--- config.mk ---
export PLATFORM = sky130hd
export DESIGN_NAME = ctrl_decode_stage_flat
export DESIGN_NICKNAME = d
export VERILOG_FILES = /design/src/rtl/ctrl_decode_stage_pkg.sv /design/src/rtl/ctrl_decode_stage_if.sv /design/src/rtl/ctrl_decoder.sv /design/src/rtl/ctrl_decode_stage.sv /design/src/flat_wrapper.sv
export SDC_FILE = /design/constraint.sdc
export NUM_CORES = 1
export LEC_CHECK = 0
export BUFFER_PORTS_ARGS = -buffer_cell sky130_fd_sc_hd__buf_2
export CORE_MARGIN = 3
export CORE_UTILIZATION = 40
export CTS_BUF_LIST = sky130_fd_sc_hd__clkbuf_8 sky130_fd_sc_hd__clkbuf_16
export CTS_CLUSTER_SIZE = 20
export DETAILED_ROUTE_END_ITERATION = 16
export MAX_ROUTING_LAYER = met4
export PLACE_DENSITY = 0.62
export SETUP_SLACK_MARGIN = 0.3
export SYNTH_ARGS = -nofsm -noshare
export SYNTH_HDL_FRONTEND = slang
export SYNTH_HIERARCHICAL = 1
export SYNTH_SLANG_ARGS = --single-unit
--- constraint.sdc ---
create_clock -name i_clock -period 8.1 [get_ports i_clock]
set_input_delay 2.43 -clock i_clock [delete_from_list [all_inputs] [get_ports i_clock]]
set_output_delay 2.43 -clock i_clock [all_outputs]
set_load 0.01 [all_outputs]
--- src/rtl/ctrl_decode_stage_pkg.sv ---
// Shared types for the RV32I decode/control stage: opcodes, control bus layouts and sizes.
package ctrl_decode_stage_pkg;

    localparam int NB_WORD     = 32;
    localparam int NB_REG_ADDR = 5;
    localparam int NUM_REGS    = 2 ** NB_REG_ADDR;

    typedef enum logic [6:0] {
        OP_LUI    = 7'b0110111,
        OP_AUIPC  = 7'b0010111,
        OP_LOAD   = 7'b0000011,
        OP_STORE  = 7'b0100011,
        OP_IMM    = 7'b0010011,
        OP_R_R    = 7'b0110011,
        OP_BRANCH = 7'b1100011,
        OP_JAL    = 7'b1101111,
        OP_JALR   = 7'b1100111
    } opcode_t;

    typedef struct packed {
        logic                   alu_src1;
        logic                   alu_src2;
        logic [2:0]             alu_op;
        logic                   arith_logic;
        logic                   dmem_rd;
        logic                   dmem_wr;
        logic [2:0]             ld_st_funct3;
        logic                   rf_wr;
        logic                   wb_to_rf;
        logic [NB_REG_ADDR-1:0] rd;
    } control_bus_t;

    typedef struct packed {
        control_bus_t           base;
        logic [NB_REG_ADDR-1:0] rs1;
        logic [NB_REG_ADDR-1:0] rs2;
        logic                   branch;
        logic                   jump;
        logic                   illegal;
    } ctrl_bus_ext_t;

endpackage

--- src/rtl/ctrl_decode_stage_if.sv ---
// Fetch-side and execute-side handshake bundle of the decode stage; signal names are from the stage's view.
// Both sides are valid/ready: a transfer happens on a rising clock edge where valid and ready are both high.
interface ctrl_decode_stage_if
    import ctrl_decode_stage_pkg::*;
();
    logic               i_valid;
    logic [NB_WORD-1:0] i_instruction;
    logic               o_ready;
    logic               o_valid;
    logic               i_ready;
    ctrl_bus_ext_t      o_control_bus;

    modport slave (
        input  i_valid, i_instruction, i_ready,
        output o_ready, o_valid, o_control_bus
    );

    modport master (
        output i_valid, i_instruction, i_ready,
        input  o_ready, o_valid, o_control_bus
    );
endinterface

--- src/rtl/ctrl_decoder.sv ---
// Combinational RV32I decoder producing the extended control bus and source-register usage.
// BRANCH/JAL/JALR decode only when RISCV_CTRL_BRANCH_EN is defined; otherwise they are illegal.
module ctrl_decoder
    import ctrl_decode_stage_pkg::*;
(
    input  logic [NB_WORD-1:0] i_instruction,
    output ctrl_bus_ext_t      o_control,
    output logic               o_rs1_used,
    output logic               o_rs2_used
);

    opcode_t                w_opcode;
    logic [2:0]             w_funct3;
    logic                   w_funct7_any;
    logic [NB_REG_ADDR-1:0] w_rd;
    logic [NB_REG_ADDR-1:0] w_rs1;
    logic [NB_REG_ADDR-1:0] w_rs2;

    assign w_opcode     = opcode_t'(i_instruction[6:0]);
    assign w_rd         = i_instruction[11:7];
    assign w_funct3     = i_instruction[14:12];
    assign w_rs1        = i_instruction[19:15];
    assign w_rs2        = i_instruction[24:20];
    assign w_funct7_any = |i_instruction[31:25];

    always_comb begin
        o_control  = '0;
        o_rs1_used = 1'b0;
        o_rs2_used = 1'b0;
        case (w_opcode)
            OP_LUI, OP_AUIPC: begin
                o_control.base.alu_src1 = 1'b1;
                o_control.base.alu_src2 = 1'b1;
                o_control.base.rf_wr    = 1'b1;
            end
            OP_LOAD: begin
                o_control.base.alu_src2     = 1'b1;
                o_control.base.dmem_rd      = 1'b1;
                o_control.base.rf_wr        = 1'b1;
                o_control.base.wb_to_rf     = 1'b1;
                o_control.base.ld_st_funct3 = w_funct3;
                o_rs1_used                  = 1'b1;
            end
            OP_STORE: begin
                o_control.base.alu_src2 = 1'b1;
                o_control.base.dmem_wr  = 1'b1;
                o_rs1_used              = 1'b1;
                o_rs2_used              = 1'b1;
            end
            OP_IMM: begin
                o_control.base.alu_src2    = 1'b1;
                o_control.base.alu_op      = w_funct3;
                o_control.base.arith_logic = w_funct7_any;
                o_control.base.rf_wr       = 1'b1;
                o_rs1_used                 = 1'b1;
            end
            OP_R_R: begin
                o_control.base.alu_op      = w_funct3;
                o_control.base.arith_logic = w_funct7_any;
                o_control.base.rf_wr       = 1'b1;
                o_rs1_used                 = 1'b1;
                o_rs2_used                 = 1'b1;
            end
`ifdef RISCV_CTRL_BRANCH_EN
            OP_BRANCH: begin
                o_control.branch      = 1'b1;
                o_control.base.alu_op = w_funct3;
                o_rs1_used            = 1'b1;
                o_rs2_used            = 1'b1;
            end
            OP_JAL: begin
                o_control.jump          = 1'b1;
                o_control.base.alu_src1 = 1'b1;
                o_control.base.alu_src2 = 1'b1;
                o_control.base.rf_wr    = 1'b1;
            end
            OP_JALR: begin
                o_control.jump          = 1'b1;
                o_control.base.alu_src2 = 1'b1;
                o_control.base.rf_wr    = 1'b1;
                o_rs1_used              = 1'b1;
            end
`endif
            default: o_control.illegal = 1'b1;
        endcase

        // Illegal words keep every field zero; stores carry rs2 in the rd slot for the data path.
        if (!o_control.illegal) begin
            o_control.rs1     = w_rs1;
            o_control.rs2     = w_rs2;
            o_control.base.rd = (w_opcode == OP_STORE) ? w_rs2 : w_rd;
        end
    end

endmodule

--- src/rtl/ctrl_decode_stage.sv ---
// Registered decode/control stage with load scoreboard, load cap and hazard-stall counter.
// Optional BRANCH/JAL/JALR decoding is enabled by defining RISCV_CTRL_BRANCH_EN.
module ctrl_decode_stage
    import ctrl_decode_stage_pkg::*;
#(
    parameter  int MAX_LOADS = 2,
    parameter  int NB_STALL  = 16,
    localparam int NB_PEND   = $clog2(MAX_LOADS + 1)
) (
    input  logic                   i_clock,
    input  logic                   i_reset_n,
    ctrl_decode_stage_if.slave     io_bus,
    input  logic                   i_flush,
    input  logic                   i_wb_valid,
    input  logic [NB_REG_ADDR-1:0] i_wb_rd,
    output logic [NB_PEND-1:0]     o_pending_loads,
    output logic [NB_STALL-1:0]    o_stall_cycles
);

    localparam logic [NB_PEND-1:0] LOAD_CAP = NB_PEND'(MAX_LOADS);

    ctrl_bus_ext_t         w_dec;
    logic                  w_rs1_used;
    logic                  w_rs2_used;
    logic                  w_is_load;
    logic                  w_hazard;
    logic                  w_cap_stall;
    logic                  w_ready;
    logic                  w_accept;
    logic                  w_load_inc;
    logic                  w_load_dec;
    logic [NUM_REGS-1:0]   w_pending_nxt;

    logic                  r_valid;
    ctrl_bus_ext_t         r_control;
    logic [NUM_REGS-1:0]   r_pending;
    logic [NB_PEND-1:0]    r_load_cnt;
    logic [NB_STALL-1:0]   r_stall_cnt;

    ctrl_decoder u_decoder (
        .i_instruction (io_bus.i_instruction),
        .o_control     (w_dec),
        .o_rs1_used    (w_rs1_used),
        .o_rs2_used    (w_rs2_used)
    );

    // The hazard looks only at the registered scoreboard: a writeback frees its register next cycle.
    assign w_is_load   = w_dec.base.dmem_rd;
    assign w_hazard    = io_bus.i_valid &
                         ((w_rs1_used & r_pending[w_dec.rs1]) | (w_rs2_used & r_pending[w_dec.rs2]));
    assign w_cap_stall = io_bus.i_valid & w_is_load & (r_load_cnt == LOAD_CAP);
    assign w_ready     = (~r_valid | io_bus.i_ready) & ~w_hazard & ~w_cap_stall & ~i_flush;
    assign w_accept    = io_bus.i_valid & w_ready;
    assign w_load_inc  = w_accept & w_is_load;
    assign w_load_dec  = i_wb_valid & (r_load_cnt != '0);

    always_comb begin
        w_pending_nxt = r_pending;
        if (i_wb_valid) begin
            w_pending_nxt[i_wb_rd] = 1'b0;
        end
        if (w_load_inc) begin
            w_pending_nxt[w_dec.base.rd] = 1'b1;
        end
        w_pending_nxt[0] = 1'b0;
    end

    always_ff @(posedge i_clock or negedge i_reset_n) begin
        if (!i_reset_n) begin
            r_valid   <= 1'b0;
            r_control <= '0;
        end else if (i_flush) begin
            r_valid <= 1'b0;
        end else if (w_accept) begin
            r_valid   <= 1'b1;
            r_control <= w_dec;
        end else if (io_bus.i_ready) begin
            r_valid <= 1'b0;
        end
    end

    // Flush leaves the scoreboard and load count alone: issued loads still write back.
    always_ff @(posedge i_clock or negedge i_reset_n) begin
        if (!i_reset_n) begin
            r_pending  <= '0;
            r_load_cnt <= '0;
        end else begin
            r_pending <= w_pending_nxt;
            if (w_load_inc && !w_load_dec) begin
                r_load_cnt <= r_load_cnt + 1'b1;
            end else if (!w_load_inc && w_load_dec) begin
                r_load_cnt <= r_load_cnt - 1'b1;
            end
        end
    end

    always_ff @(posedge i_clock or negedge i_reset_n) begin
        if (!i_reset_n) begin
            r_stall_cnt <= '0;
        end else if ((w_hazard || w_cap_stall) && (r_stall_cnt != '1)) begin
            r_stall_cnt <= r_stall_cnt + 1'b1;
        end
    end

    assign io_bus.o_ready       = w_ready;
    assign io_bus.o_valid       = r_valid;
    assign io_bus.o_control_bus = r_control;
    assign o_pending_loads      = r_load_cnt;
    assign o_stall_cycles       = r_stall_cnt;

endmodule

--- src/flat_wrapper.sv ---
// flat-port wrapper written by rule: the top's interface ports become plain ports
module ctrl_decode_stage_flat import ctrl_decode_stage_pkg::*;
#(
    parameter  int MAX_LOADS = 2,
    parameter  int NB_STALL  = 16,
    localparam int NB_PEND   = $clog2(MAX_LOADS + 1)
)
  (i_clock, i_reset_n, i_flush, i_wb_valid, i_wb_rd, o_pending_loads, o_stall_cycles, io_bus_i_valid, io_bus_i_instruction, io_bus_i_ready, io_bus_o_ready, io_bus_o_valid, io_bus_o_control_bus);
  ctrl_decode_stage_if io_bus_i ();
  input  logic i_clock;
  input  logic i_reset_n;
  input  logic i_flush;
  input  logic i_wb_valid;
  input  logic [NB_REG_ADDR-1:0] i_wb_rd;
  output logic [NB_PEND-1:0] o_pending_loads;
  output logic [NB_STALL-1:0] o_stall_cycles;
  input wire logic [$bits(io_bus_i.i_valid)-1:0] io_bus_i_valid;
  input wire logic [$bits(io_bus_i.i_instruction)-1:0] io_bus_i_instruction;
  input wire logic [$bits(io_bus_i.i_ready)-1:0] io_bus_i_ready;
  output wire logic [$bits(io_bus_i.o_ready)-1:0] io_bus_o_ready;
  output wire logic [$bits(io_bus_i.o_valid)-1:0] io_bus_o_valid;
  output wire logic [$bits(io_bus_i.o_control_bus)-1:0] io_bus_o_control_bus;
  assign io_bus_i.i_valid = io_bus_i_valid;
  assign io_bus_i.i_instruction = io_bus_i_instruction;
  assign io_bus_i.i_ready = io_bus_i_ready;
  assign io_bus_o_ready = io_bus_i.o_ready;
  assign io_bus_o_valid = io_bus_i.o_valid;
  assign io_bus_o_control_bus = io_bus_i.o_control_bus;
  ctrl_decode_stage #(.MAX_LOADS(MAX_LOADS), .NB_STALL(NB_STALL)) u_core (.i_clock(i_clock), .i_reset_n(i_reset_n), .io_bus(io_bus_i), .i_flush(i_flush), .i_wb_valid(i_wb_valid), .i_wb_rd(i_wb_rd), .o_pending_loads(o_pending_loads), .o_stall_cycles(o_stall_cycles));
endmodule
==> run_results.csv <==
group,metric,value,unit
pwr,pwr-share-clk,0.354,
hold_path,holdCritPathClass,"flip-flop to flip-flop",
route,routedWlPerCell,18.0,um
critical_path,end_kind,"primary output",
yosys,synth_cell_type_count,55,
finish,multiInputGateArea,2210,um^2
critical_path,crit_chain,"buf_2 > nand4bb_4 > a21oi_2 > buf_4 > and2_1 > mux2_2 > a221oi_1 > o22ai_1 > o21ai_2 > nand3_2 > a21boi_0 > buf_2",
clock_network,cts.path.max_buffers,2,
route,vias,3503,
timing,rsz0062_at_grt,"false",
critical_path,rr_startpoint,"u_core/r_pending[8]$_DFF_PN0_",
global_route,grt_overflow,0,
global_route,grt_max_degree,82,
global_route,antenna_found_initial,0,
timing,fin_skew,11.9,ps
critical_path,r2r_cells,12,
critical_path,critPathKind,"primary input to primary output",
critical_path,required,5670,ps
route,drc,0,
route,routed_wl,11.2,mm
timing,fin_crit_sh,0.931,
timing,worst_pin_slew,1040,ps
yosys,yosys.area.top_type,"dfrtp_1",
yosys,synth_flop_cell,"dfrtp_1",
floorplan,die_area,12300,um^2
yosys,netlist_instances,393,
clock_network,hold_buffers,0,
critical_path,startpoint,"io_bus_i_instruction[3]",
yosys,yosys_warnings,6,
yosys,synth.top_cell.area_share,0.461,
place,hpwl,8.20,mm
place,numPortBuffers,93,
critical_path,reg2reg_slack,5300,ps
clock_network,clk_pin_slew,90,ps
clock_network,cts_buffers,9,
finish,drive_gt1_frac,0.352,
finish,n_antenna_cell,0,
clock_network,clock-root-buffer,"clkbuf_8",
yosys,yosys-top-cells-area,"dfrtp_1 (46%), mux2_2 (8.2%), o21ai_0 (7.1%)",
yosys,synth-async-reset-ratio,1.00,
timing,max_clock_freq,0.133,GHz
global_route,first_global_vias,3559,
critical_path,max_stage_delay,380,ps
floorplan,start_util,0.418,
route,dr.pass1.iters,5,
yosys,synth-seq-area-share,0.461,
pwr,p_total,0.797,mW
pwr,switching_share,0.275,
global_route,grt_pass1_wl,18.4,mm
critical_path,path_common_cell,"buf_2",
critical_path,arrival,5110,ps
timing,tns,0,ps
status,status,"finished, final reports clean",
pwr,power.internal,0.578,mW
route,drtAntennaViolNets,0,
timing,final.min_clock_period,7540,ps
place,dp.cells,606,
timing,setup_viol,0,
floorplan,core,10500,um^2
global_route,grtUsageTotal,0.188,
run,cap_violations,0,
route,viasPerCell,5.63,
clock_network,clock-sinks,81,
critical_path,critPathSlowestCell,"mux2_2",
critical_path,r2r-end,"u_core/o_pending_loads[1]$_DFFE_PN0P_",
critical_path,crit_end,"io_bus_o_ready",
pwr,p_switching,0.219,mW
timing,maxSlewHeadroom,0.305,
floorplan,io_pins,94,
clock_network,h-tree-depth,3,
finish,stdcell_count,622,
place,gp_congestion,0.867,
pwr,p_seq_frac,0.535,
finish,fill_cells,976,
finish,seq_area,2030,um^2
timing,finalHoldViolations,0,
yosys,synth.cell_area,4390,um^2
finish,area_growth,16.6,%
floorplan,num_rows,37,
pwr,vdd_drop_max,71.2,uV
floorplan,die_h,111,um
yosys,synth-seq-cells,81,
clock_network,worst_skew_pair.late_latency,350,ps
finish,fin_nets,526,
timing,slew_viol_final,0,
route,dr.first_iter.drc_count,275,
clock_network,cts_tree,"done",
critical_path,path_max_fanout,13,
pwr,leakage,2.44,nW
critical_path,start_kind,"primary input",
pwr,powerDensity,156,nW/um^2
yosys,synth_edf_count,0,
floorplan,die_x,111,um
timing,hold_ws,492,ps
pwr,p_comb_frac,0.111,
yosys,syn_avg_cell_area,11.2,um^2
-- layout make-up --
cell class                 instances  area share
multi-input combinational        283       0.431
sequential                        81       0.396
timing repair buffer              96      0.0957
tap                              136      0.0332
clock buffer                      10      0.0269
clock inverter                     6     0.00977
inverter                          10     0.00733
-- cell usage after synthesis (3+ instances only) --
cell type and number:
a21oi_1 6, and2_1 20, and3_1 7, buf_2 10, buf_4 4, buf_6 3
clkbuf_1 3, dfrtp_1 81, inv_1 10, mux2_2 32, mux2i_1 8, mux4_1 6
mux4_2 5, nand2_1 14, nand3_1 10, nand3b_1 16, nand4_1 4, nor2_1 13
nor2b_1 6, o21ai_0 62, o21ai_2 7, or3_1 3, or3b_2 5, xnor2_1 15
xor2_1 3
-- logic make-up after synthesis --
kind of cell    after synthesis  share of synthesized area
simple gates                117                      0.169
compound gates               92                      0.125
fa+ha+maj                     2                    0.00570
buf+inv                      30                     0.0370
xor+xnor                     18                     0.0359
mux                          52                      0.164
other cells                   1                   0.000854
flops                        81                      0.461
-- cell usage in the layout, fill, tap and decap left out, types with 8 or more instances in the layout --
cell type	netlist	routed
and2_1	20	18
buf_2	10	92
clkbuf_8	0	10
dfrtp_1	81	81
inv_1	10	10
mux2_2	32	32
mux2i_1	8	8
nand2_1	14	14
nand3_1	10	10
nand3b_1	16	16
nor2_1	13	13
o21ai_0	62	62
xnor2_1	15	15
-- worst min path at each step --
stage,start,endpoint,slack (ps),depth (start not counted)
6_report,u_core/io_bus.o_control_bus[24]$_DFFE_PN0P_,u_core/io_bus.o_control_bus[24]$_DFFE_PN0P_,490,1
3_5_place_dp,u_core/io_bus.o_control_bus[24]$_DFFE_PN0P_,u_core/io_bus.o_control_bus[24]$_DFFE_PN0P_,460,1
2_1_floorplan,u_core/r_pending[11]$_DFF_PN0_,u_core/r_pending[11]$_DFF_PN0_,480,2
4_1_cts,u_core/io_bus.o_control_bus[24]$_DFFE_PN0P_,u_core/io_bus.o_control_bus[24]$_DFFE_PN0P_,500,1
5_1_grt,u_core/io_bus.o_control_bus[24]$_DFFE_PN0P_,u_core/io_bus.o_control_bus[24]$_DFFE_PN0P_,500,1
3_3_place_gp,u_core/io_bus.o_control_bus[27]$_DFFE_PN0P_,u_core/io_bus.o_control_bus[27]$_DFFE_PN0P_,480,1
-- through the flow --
step	worst slack, ps	util	cell area, um^2
5_1_grt	312	0.487	5120
4_1_cts	527	0.487	5120
3_3_place_gp	608	0.469	4930
2_1_floorplan	738	-	4400
3_5_place_dp	529	0.469	4930
6_report	560	0.487	5120
-- timing repair --
action	CTS	global route
gates resized for setup	0	2
setup endpoints to repair	0	1
setup buffers	0	0
-- critical path: cells and delay by family --
kind,cells,cell delay (ps)
compound gates,5,1060
mux,1,380
buf+inv,3,430
simple gates,3,800
-- metal layers --
| metal | share of wire | vias up | wire length [um] | GRT usage |
|---|---|---|---|---|
| met2 | 0.49 | 128 | 5470 | 0.303 |
| met1 | 0.44 | 1745 | 4890 | 0.242 |
| met3 | 0.057 | 23 | 635 | 0.0464 |
| met5 | 0 | - | 0 | - |
| li1 | - | 1607 | - | - |
| met4 | 0.018 | 0 | 202 | 0.0435 |
-- power groups by stage --
stage | clock network, mW | logic, mW | registers [mW]
floorplan | 0 | 0.0420 | 0.438
finish | 0.282 | 0.0883 | 0.426
detailed placement | 0 | 0.0890 | 0.434
global placement | 0 | 0.0881 | 0.433
global route | 0.313 | 0.0984 | 0.429
CTS | 0.294 | 0.0895 | 0.426
-- flip-flops by register name (all words and copies together), names as in the netlist --
register,cells
u_core/io_bus.o_valid,1
u_core/o_pending_loads,2
u_core/o_stall_cycles,16
u_core/io_bus.o_control_bus,31
u_core/r_pending,31
No activity file was read; power rests on OpenSTA's default activity.
